===== src/rtl/glcd_pkg.sv =====
// Shared opcodes and FSM state encoding for the KS0108-style panel streamer.
package glcd_pkg;
  localparam logic [7:0] CMD_DISP_ON    = 8'h3F;
  localparam logic [7:0] CMD_START_LINE = 8'hC0;
  localparam logic [7:0] CMD_SET_PAGE   = 8'hB8;
  localparam logic [7:0] CMD_SET_COL    = 8'h40;

  typedef logic [2:0] state_t;

  localparam state_t ST_RST_HOLD   = 3'd0;
  localparam state_t ST_DISP_ON    = 3'd1;
  localparam state_t ST_START_LINE = 3'd2;
  localparam state_t ST_CLEAR      = 3'd3;
  localparam state_t ST_SET_PAGE   = 3'd4;
  localparam state_t ST_SET_COL    = 3'd5;
  localparam state_t ST_WAIT_DATA  = 3'd6;
  localparam state_t ST_WRITE      = 3'd7;

  // States up to CLEAR belong to the power-up sequence.
  function automatic logic is_init(input state_t st);
    return st <= ST_CLEAR;
  endfunction
endpackage


===== src/rtl/glcd_bus_xfer.sv =====
// One panel bus transfer: latch cs/di/data on start, en high EN_CYCLES then low EN_CYCLES.
module glcd_bus_xfer #(
  parameter int NUM_CS    = 2,
  parameter int EN_CYCLES = 4
) (
  input  logic              clk,
  input  logic              rst_n,
  input  logic              start,
  input  logic [NUM_CS-1:0] cmd_cs,
  input  logic              cmd_di,
  input  logic [7:0]        cmd_data,
  output logic              active,
  output logic              done,
  output logic [NUM_CS-1:0] bus_cs,
  output logic              bus_di,
  output logic [7:0]        bus_data,
  output logic              bus_en
);
  localparam int CW = $clog2(2*EN_CYCLES+1);
  localparam logic [CW-1:0] LAST   = CW'(2*EN_CYCLES);
  localparam logic [CW-1:0] HI_END = CW'(EN_CYCLES);

  logic [CW-1:0] cnt;

  // cnt is the cycle index within the transfer, 1..2*EN_CYCLES
  assign done = active && (cnt == LAST);

  always_ff @(posedge clk) begin
    if (!rst_n) begin
      active   <= 1'b0;
      cnt      <= '0;
      bus_cs   <= '0;
      bus_di   <= 1'b0;
      bus_data <= 8'h00;
      bus_en   <= 1'b0;
    end else if (active) begin
      if (done) begin
        active <= 1'b0;
        bus_en <= 1'b0;
      end else begin
        cnt    <= cnt + 1'b1;
        bus_en <= (cnt < HI_END);
      end
    end else if (start) begin
      active   <= 1'b1;
      cnt      <= CW'(1);
      bus_en   <= 1'b1;
      bus_cs   <= cmd_cs;
      bus_di   <= cmd_di;
      bus_data <= cmd_data;
    end
  end
endmodule


===== src/rtl/glcd_stream_ctrl.sv =====
// Streams page-major pixel bytes to a multi-segment KS0108 panel, with power-up init and optional clear.
module glcd_stream_ctrl
  import glcd_pkg::*;
#(
  parameter int NUM_CS        = 2,
  parameter int PAGES         = 8,
  parameter int COLS          = 64,
  parameter int EN_CYCLES     = 4,
  parameter int RST_CYCLES    = 16,
  parameter int CLEAR_ON_INIT = 1
) (
  input  logic              clk,
  input  logic              rst_n,
  input  logic [7:0]        data,
  input  logic              data_valid,
  output logic              data_ready,
  input  logic              frame_start,
  output logic              busy,
  output logic              frame_done,
  output logic              LCD_rst,
  output logic [NUM_CS-1:0] LCD_cs,
  output logic              LCD_rw,
  output logic              LCD_di,
  output logic [7:0]        LCD_data,
  output logic              LCD_en
);
  localparam int PW = (PAGES  > 1) ? $clog2(PAGES)  : 1;
  localparam int SW = (NUM_CS > 1) ? $clog2(NUM_CS) : 1;
  localparam int CW = (COLS   > 1) ? $clog2(COLS)   : 1;
  localparam int RW = $clog2(RST_CYCLES+1);

  state_t            state;
  logic [PW-1:0]     page;
  logic [SW-1:0]     seg;
  logic [CW-1:0]     col;
  logic [RW-1:0]     rst_cnt;
  logic              rst_q, launched, clearing, fs_pend;

  logic              start, xfer_active, xfer_done;
  logic [NUM_CS-1:0] cmd_cs, seg_cs;
  logic              cmd_di;
  logic [7:0]        cmd_data;
  logic              last_col, last_seg, last_page, streaming, abort, accept;

  assign seg_cs    = NUM_CS'(1) << seg;
  assign last_col  = (col  == CW'(COLS-1));
  assign last_seg  = (seg  == SW'(NUM_CS-1));
  assign last_page = (page == PW'(PAGES-1));
  assign streaming = !is_init(state) && !clearing;
  // A restart request is honoured only at a transfer boundary or while idle.
  assign abort     = streaming && (fs_pend || frame_start);

  assign data_ready = (state == ST_WAIT_DATA) && !frame_start && !fs_pend;
  assign accept     = data_ready && data_valid;
  assign busy       = is_init(state) || clearing || xfer_active;
  assign frame_done = xfer_done && (state == ST_WRITE) && last_col && last_seg
                      && last_page && !abort;
  assign LCD_rst    = rst_q;
  assign LCD_rw     = 1'b0;

  always_comb begin
    cmd_cs   = seg_cs;
    cmd_di   = 1'b0;
    cmd_data = 8'h00;
    start    = 1'b0;
    case (state)
      ST_DISP_ON:    begin cmd_cs = '1; cmd_data = CMD_DISP_ON;    start = !launched; end
      ST_START_LINE: begin cmd_cs = '1; cmd_data = CMD_START_LINE; start = !launched; end
      ST_SET_PAGE:   begin cmd_data = CMD_SET_PAGE | 8'(page);     start = !launched; end
      ST_SET_COL:    begin cmd_data = CMD_SET_COL;                 start = !launched; end
      ST_CLEAR:      begin cmd_di = 1'b1;                          start = !launched; end
      ST_WAIT_DATA:  begin cmd_di = 1'b1; cmd_data = data;         start = accept;    end
      default: ;
    endcase
  end

  always_ff @(posedge clk) begin
    if (!rst_n) begin
      state    <= ST_RST_HOLD;
      page     <= '0;
      seg      <= '0;
      col      <= '0;
      rst_cnt  <= '0;
      rst_q    <= 1'b0;
      launched <= 1'b0;
      clearing <= 1'b0;
      fs_pend  <= 1'b0;
    end else begin
      if (start)                    launched <= 1'b1;
      if (xfer_done)                launched <= 1'b0;
      if (streaming && frame_start) fs_pend  <= 1'b1;
      case (state)
        ST_RST_HOLD:
          if (rst_cnt == RW'(RST_CYCLES-1)) begin
            rst_q <= 1'b1;
            state <= ST_DISP_ON;
          end else begin
            rst_cnt <= rst_cnt + 1'b1;
          end
        ST_DISP_ON:
          if (xfer_done) state <= ST_START_LINE;
        ST_START_LINE:
          if (xfer_done) begin
            clearing <= (CLEAR_ON_INIT != 0);
            state    <= ST_SET_PAGE;
          end
        ST_SET_PAGE, ST_SET_COL:
          if (xfer_done) begin
            if (abort) begin
              {page, seg, col} <= '0;
              fs_pend <= 1'b0;
              state   <= ST_SET_PAGE;
            end else if (state == ST_SET_PAGE) begin
              state <= ST_SET_COL;
            end else begin
              state <= clearing ? ST_CLEAR : ST_WAIT_DATA;
            end
          end
        ST_WAIT_DATA:
          if (abort) begin
            {page, seg, col} <= '0;
            fs_pend <= 1'b0;
            state   <= ST_SET_PAGE;
          end else if (accept) begin
            state <= ST_WRITE;
          end
        default: // ST_CLEAR, ST_WRITE: advance position once the byte is on the panel
          if (xfer_done) begin
            if (abort) begin
              {page, seg, col} <= '0;
              fs_pend <= 1'b0;
              state   <= ST_SET_PAGE;
            end else if (!last_col) begin
              col   <= col + 1'b1;
              state <= clearing ? ST_CLEAR : ST_WAIT_DATA;
            end else begin
              col   <= '0;
              state <= ST_SET_PAGE;
              if (!last_seg) begin
                seg <= seg + 1'b1;
              end else begin
                seg <= '0;
                if (last_page) begin
                  page     <= '0;
                  clearing <= 1'b0;
                end else begin
                  page <= page + 1'b1;
                end
              end
            end
          end
      endcase
    end
  end

  glcd_bus_xfer #(.NUM_CS(NUM_CS), .EN_CYCLES(EN_CYCLES)) u_xfer (
    .clk      (clk),
    .rst_n    (rst_n),
    .start    (start),
    .cmd_cs   (cmd_cs),
    .cmd_di   (cmd_di),
    .cmd_data (cmd_data),
    .active   (xfer_active),
    .done     (xfer_done),
    .bus_cs   (LCD_cs),
    .bus_di   (LCD_di),
    .bus_data (LCD_data),
    .bus_en   (LCD_en)
  );
endmodule


===== config.mk =====
export PLATFORM = sky130hd
export DESIGN_NAME = glcd_stream_ctrl
export DESIGN_NICKNAME = d
export VERILOG_FILES = /design/src/rtl/glcd_pkg.sv /design/src/rtl/glcd_bus_xfer.sv /design/src/rtl/glcd_stream_ctrl.sv
export SDC_FILE = /design/constraint.sdc
export NUM_CORES = 1
export LEC_CHECK = 0
export BUFFER_PORTS_ARGS = -buffer_cell sky130_fd_sc_hd__buf_2
export CAP_MARGIN = 5
export CORE_MARGIN = 2
export CORE_UTILIZATION = 40
export CTS_CLUSTER_DIAMETER = 30
export DETAILED_ROUTE_END_ITERATION = 7
export GPL_TIMING_DRIVEN = 0
export PLACE_DENSITY = 0.66
export SYNTH_ARGS = -nofsm -noshare
export SYNTH_HDL_FRONTEND = slang
export SYNTH_SLANG_ARGS = --single-unit

===== constraint.sdc =====
create_clock -name clk -period 2.65 [get_ports clk]
set_clock_uncertainty 0.05 [all_clocks]
set_input_delay 0.265 -clock clk [delete_from_list [all_inputs] [get_ports clk]]
set_output_delay 0.265 -clock clk [all_outputs]
set_load 0.02 [all_outputs]

# Yosys cells after proc, flatten, opt, wreduce, memory -nomap -nowiden
# Cells that the tools add are included.
# totals
ff_bits,39
inputBits,12
output_inout_bits,17
wordCells,150
# classes
addsub,5
n_lt_le_gt_ge,2
eq_ne,18
n_shift,1
mux,58
bitwise,5
n_reduce_logical,46
# op_table
cell,n
2-to-1 mux 3 bit,19
one-hot mux 8 bit (5 select lines),1
2-to-1 mux 6 bit,5
2-to-1 mux 1 bit,22
one-hot mux 6 bit (3 select lines),1
equality test 3 bit (second input constant),5
one-hot mux 3 bit (5 select lines),1
logical AND 1 bit,12
2-to-1 mux 4 bit,3
AND reduction 6 bit,2
!= test 2 bit (second input constant),5
nonzero test 2 bit,5
OR reduction 5 bit,2
one-hot mux 3 bit (3 select lines),1
AND reduction 2 bit,4
nonzero test 4 bit,2
OR reduction 2 bit,4
adder 6 x 1 -> 6 bit (second input constant),1
equality test 3 x 2 -> 1 bit (second input constant),2
equality test 6 bit (second input constant),1
zero test 1 bit,6
one-hot mux 1 bit (2 select lines),3
adder 5 x 1 -> 5 bit (second input constant),1
equality test 5 x 4 -> 1 bit (second input constant),1
other kinds (20),26

# Logic depth before layout (Yosys ltp)
# depth
word_depth,8
ltp_mapped,7
mapped_depth_nobuf,7

# Modules after synthesis
# From an unflattened synthesis, not the netlist that was laid out.
# unflattened
cells_unflattened,262
hier_area_um2,2215.9
# modules_own_cells
mod,instances,cells_per_inst,area_per_inst_um2,seq_area_each_um2
glcd_stream_ctrl,1,178,1402.6,440.4
glcd_bus_xfer,1,84,813.3,340.3

# Worst setup path before layout
# Ideal clock, no wire load.
# synth_timing
path_kind,register to register
start,register rst_cnt[0]
end,register rst_cnt[3]
setup_time_ns,0.128
t_arrival_ns,1.543
required_time_ns,2.472
setup_slack_ns,0.929
stages_incl_launch_ff,8
n_path_buf,0
period_less_slack_ns,1.721
cell_sequence,dfxtp_1 > ha_1 > and3_1 > ha_1 > nor4_4 > nand4_1 > xor2_1 > nor2_1
# synth_via
elab_chain_len,3
word_cells_on_any_way,4
cone_classes,add/sub (1); eq/ne (1); bitwise (1); reduce/logical (1)
# synth_rtl
item,line,rtl
from (decl),glcd_stream_ctrl.sv:36,logic [RW-1:0] rst_cnt;
from (signal assigned),glcd_stream_ctrl.sv:98,rst_cnt <= rst_cnt + 1'b1;
branches (longest 3 deep; another with adder 5 x 1 -> 5 bit),n/a,
# Several ways; the timed one is not identified.
# A chain may end at the register's enable or synchronous reset.

# Worst setup path in the final report
# layout_timing
start,register u_xfer.cnt[0]
end,output frame_done
# layout_via
elab_chain_len,7
# layout_rtl
item,line,rtl
from (decl),glcd_bus_xfer.sv:23,logic [CW-1:0] cnt;
from (signal assigned),glcd_bus_xfer.sv:41,cnt <= cnt + 1'b1;
equality test 4 bit,glcd_bus_xfer.sv:26,assign done = active && (cnt == LAST);
logical AND 1 bit,glcd_bus_xfer.sv:26,
logical AND 1 bit (3 in series),glcd_stream_ctrl.sv:56,assign frame_done = xfer_done && (state == ST_WRITE) && last_col && last_seg
logical AND 1 bit (2 in series),glcd_stream_ctrl.sv:57,&& last_page && !abort;
to (decl),glcd_stream_ctrl.sv:19,"output logic frame_done,"
# Every way passes these cells.

==> impl_metrics.json <==
{
  "ys_warn_count": 0,
  "postPlaceCellArea_um2": 2440,
  "max_slew.worst_pin.slew_ns": 0.655,
  "numCtsBuffers": 5,
  "cts_setup_buffers": 0,
  "fin_area_um2": 2570,
  "die_h_um": 78.5,
  "hpwl_mm": 3.76,
  "syn-instance-count": 267,
  "io_pins": 29,
  "maxCapViolations": 0,
  "ant_nets": 0,
  "ys_ff_latch": 39,
  "antenna_found_initial": 0,
  "relSlewSlack": 0.563,
  "layout_min_cycle_time_ns": 2.28,
  "peakVddDrop_v": 0.000334,
  "diodes": 0,
  "hold_path_class": "input port to register",
  "grt_pass1_vias": 1898,
  "num_vias": 2048,
  "maxSlewViolCount": 0,
  "fin_hold_ws_ns": 0.287,
  "initial_utilization": 0.408,
  "power.leakage_nw": 1.05,
  "setup_tns_ns": 0,
  "p_seq_frac": 0.418,
  "critPathMaxFanout": 7,
  "htreeDepth": 2,
  "top_layer": "met4",
  "synth_area_leaders": "dfxtp_1 (35%), mux2i_1 (5.9%), nand2_1 (5.6%), ha_1 (3.9%), nor2_1 (3.0%)",
  "clkLatencyLatePin_ns": 0.29,
  "required_ns": 2.34,
  "clk_pin_slew_ns": 0.08,
  "wl_per_cell_um": 14.0,
  "syn_avg_cell_area_um2": 8.31,
  "synth-async-reset-ratio": 0,
  "wl_met2_mm": 2.30,
  "ys.flop_type": "dfxtp_1",
  "dpl.cell_count": 365,
  "rows": 27,
  "critPathTopFamily": "simple AND/OR/NAND/NOR gates",
  "total_power_mw": 1.61,
  "syn_area_um2": 2220,
  "ys_seq_area_frac": 0.352,
  "wl_mm": 5.23,
  "grt_max_degree": 13,
  "worstPathArrival_ns": 1.97,
  "setup_viol_count_final": 0,
  "crit_buf_inv": 3,
  "grt_pass1_wl_mm": 8.78,
  "die_area_um2": 6160,
  "path_cells": "inv_1 -> ha_1 -> and4b_1 -> clkbuf_1 -> o211ai_1 -> nor2_1 -> and3_1 -> buf_2",
  "cts_resized": 0,
  "cts_tree": "done",
  "pwr-share-clk": 0.364,
  "yosysUniqueCellTypes": 59,
  "synthTopCellsByCount": "dfxtp_1 (39), nand2_1 (33), nor2_1 (18), a21oi_1 (13), mux2i_1 (13)",
  "slowest_delay_ns": 0.36,
  "synth_top_area_share": 0.352,
  "coreArea_um2": 5440,
  "switching_share": 0.278,
  "pwr-share-comb": 0.218,
  "grt_setup_unrepaired": "no",
  "switchingPower_uw": 448,
  "outcome": "finished, final reports clean",
  "cellPowerDensity_nw_per_um2": 626,
  "endpoint_kind": "primary output",
  "fin_crit_sh": 0.862,
  "critPathKind": "register to primary output",
  "hold_viol": 0,
  "fmax_mhz": 438,
  "cts_hold_repair.buffers": 0,
  "syn_to_final_growth_pct": 15.9,
  "fin_cells": 373,
  "clock_path_buffers": 2,
  "track_usage": 0.176,
  "firstDrtPassIters": 4,
  "synth_most_common_cell": "dfxtp_1",
  "synth_top_cell_by_area": "dfxtp_1",
  "place.gp.congestion": 0.806,
  "drt_iter0_drc": 118,
  "p_int_mw": 1.16,
  "clkSinkCount": 39,
  "wl_met1_mm": 2.58,
  "grt_overflow": 0,
  "synth_edf_count": 0,
  "die_w_um": 78.5,
  "syn_nets": 286,
  "final_nets": 319,
  "layout-drive-gt1-share": 0.159,
  "numPortBuffers": 26,
  "drc": 0,
  "cts-root-buf": "clkbuf_8",
  "crit_path_top_delay_cell": "dfxtp_1",
  "viasPerCell": 5.49,
  "start_kind": "register",
  "wl_met3_um": 313
}
[sequential cells by signal, summed over array words and instances, names as in the netlist]
register,cells
u_xfer.cnt,4
u_xfer.bus_data,8
u_xfer.bus_en,1
u_xfer.active,1
clearing,1
u_xfer.bus_di,1
fs_pend,1
launched,1
page,3
col,6
last_seg,1
u_xfer.bus_cs,2
rst_cnt,5
LCD_rst,1
state,3
[through the flow]
step           utilization  setup WS [ns]
2_1_floorplan            -          0.929
3_3_place_gp         0.449          0.633
3_5_place_dp         0.449          0.609
4_1_cts              0.473          0.379
5_1_grt              0.473          0.197
6_report             0.473          0.366
[power groups by stage]
stage | registers, mW | logic (mW) | clock network, mW
floorplan | 0.693 | 0.265 | 0
global placement | 0.685 | 0.348 | 0
detailed placement | 0.687 | 0.352 | 0
CTS | 0.673 | 0.354 | 0.603
global route | 0.681 | 0.396 | 0.623
finish | 0.673 | 0.352 | 0.586
[worst min-delay path, stage by stage]
cell and delay, ns:
buf_2 0.10, o2bb2ai_1 0.11, nand2_1 0.06, mux2i_1 0.05
[cells in the final DEF (no fill, tap or decap), types with 6 or more instances in the layout]
master	n
dfxtp_1	39
nand2_1	33
buf_2	30
nor2_1	18
a21oi_1	13
mux2i_1	13
clkbuf_1	12
o21ai_1	9
nand3b_1	8
o21ai_0	8
nand3_1	8
ha_1	7
nand2b_1	6
[logic make-up after synthesis]
logic type / share of synthesized area
XOR/XNOR: 0.0197
buffers and inverters: 0.0513
multiplexers: 0.0586
AND/OR/NAND/NOR: 0.256
other: 0.00169
adder cells (fa/ha/maj): 0.0395
AO/OA/AOI/OAI: 0.221
flip-flops: 0.352
[cell type report]
type | instances | area (µm²)
Buffer | 19 | 87.6
Clock buffer | 6 | 72.6
Clock inverter | 2 | 60.1
Fill cell | 529 | 2870
Inverter | 7 | 26.3
Multi-Input combinational cell | 202 | 1330
Sequential cell | 39 | 781
Tap cell | 72 | 90.1
Timing Repair Buffer | 26 | 130
[layer usage]
layer	vias to the layer above	GRT usage
met2	59	0.272
met3	5	0.0379
met1	945	0.244
met4	0	0.0544
li1	1039	-
met5	-	0
[path summary, 6_finish.rpt]
| kind | depth (start not counted) | to | startpoint | slack (ns) |
|---|---|---|---|---|
| hold reg to reg | 2 | u_xfer.bus_data[5] | u_xfer.bus_data[5] | 0.41 |
| hold / removal | 4 | u_xfer.bus_data[5] | data[5] | 0.29 |
| setup reg to reg | 6 | page[2] | state[2] | 0.58 |
| setup / recovery | 8 | frame_done | u_xfer.cnt[0] | 0.37 |
(Power assumes the default switching activity.)
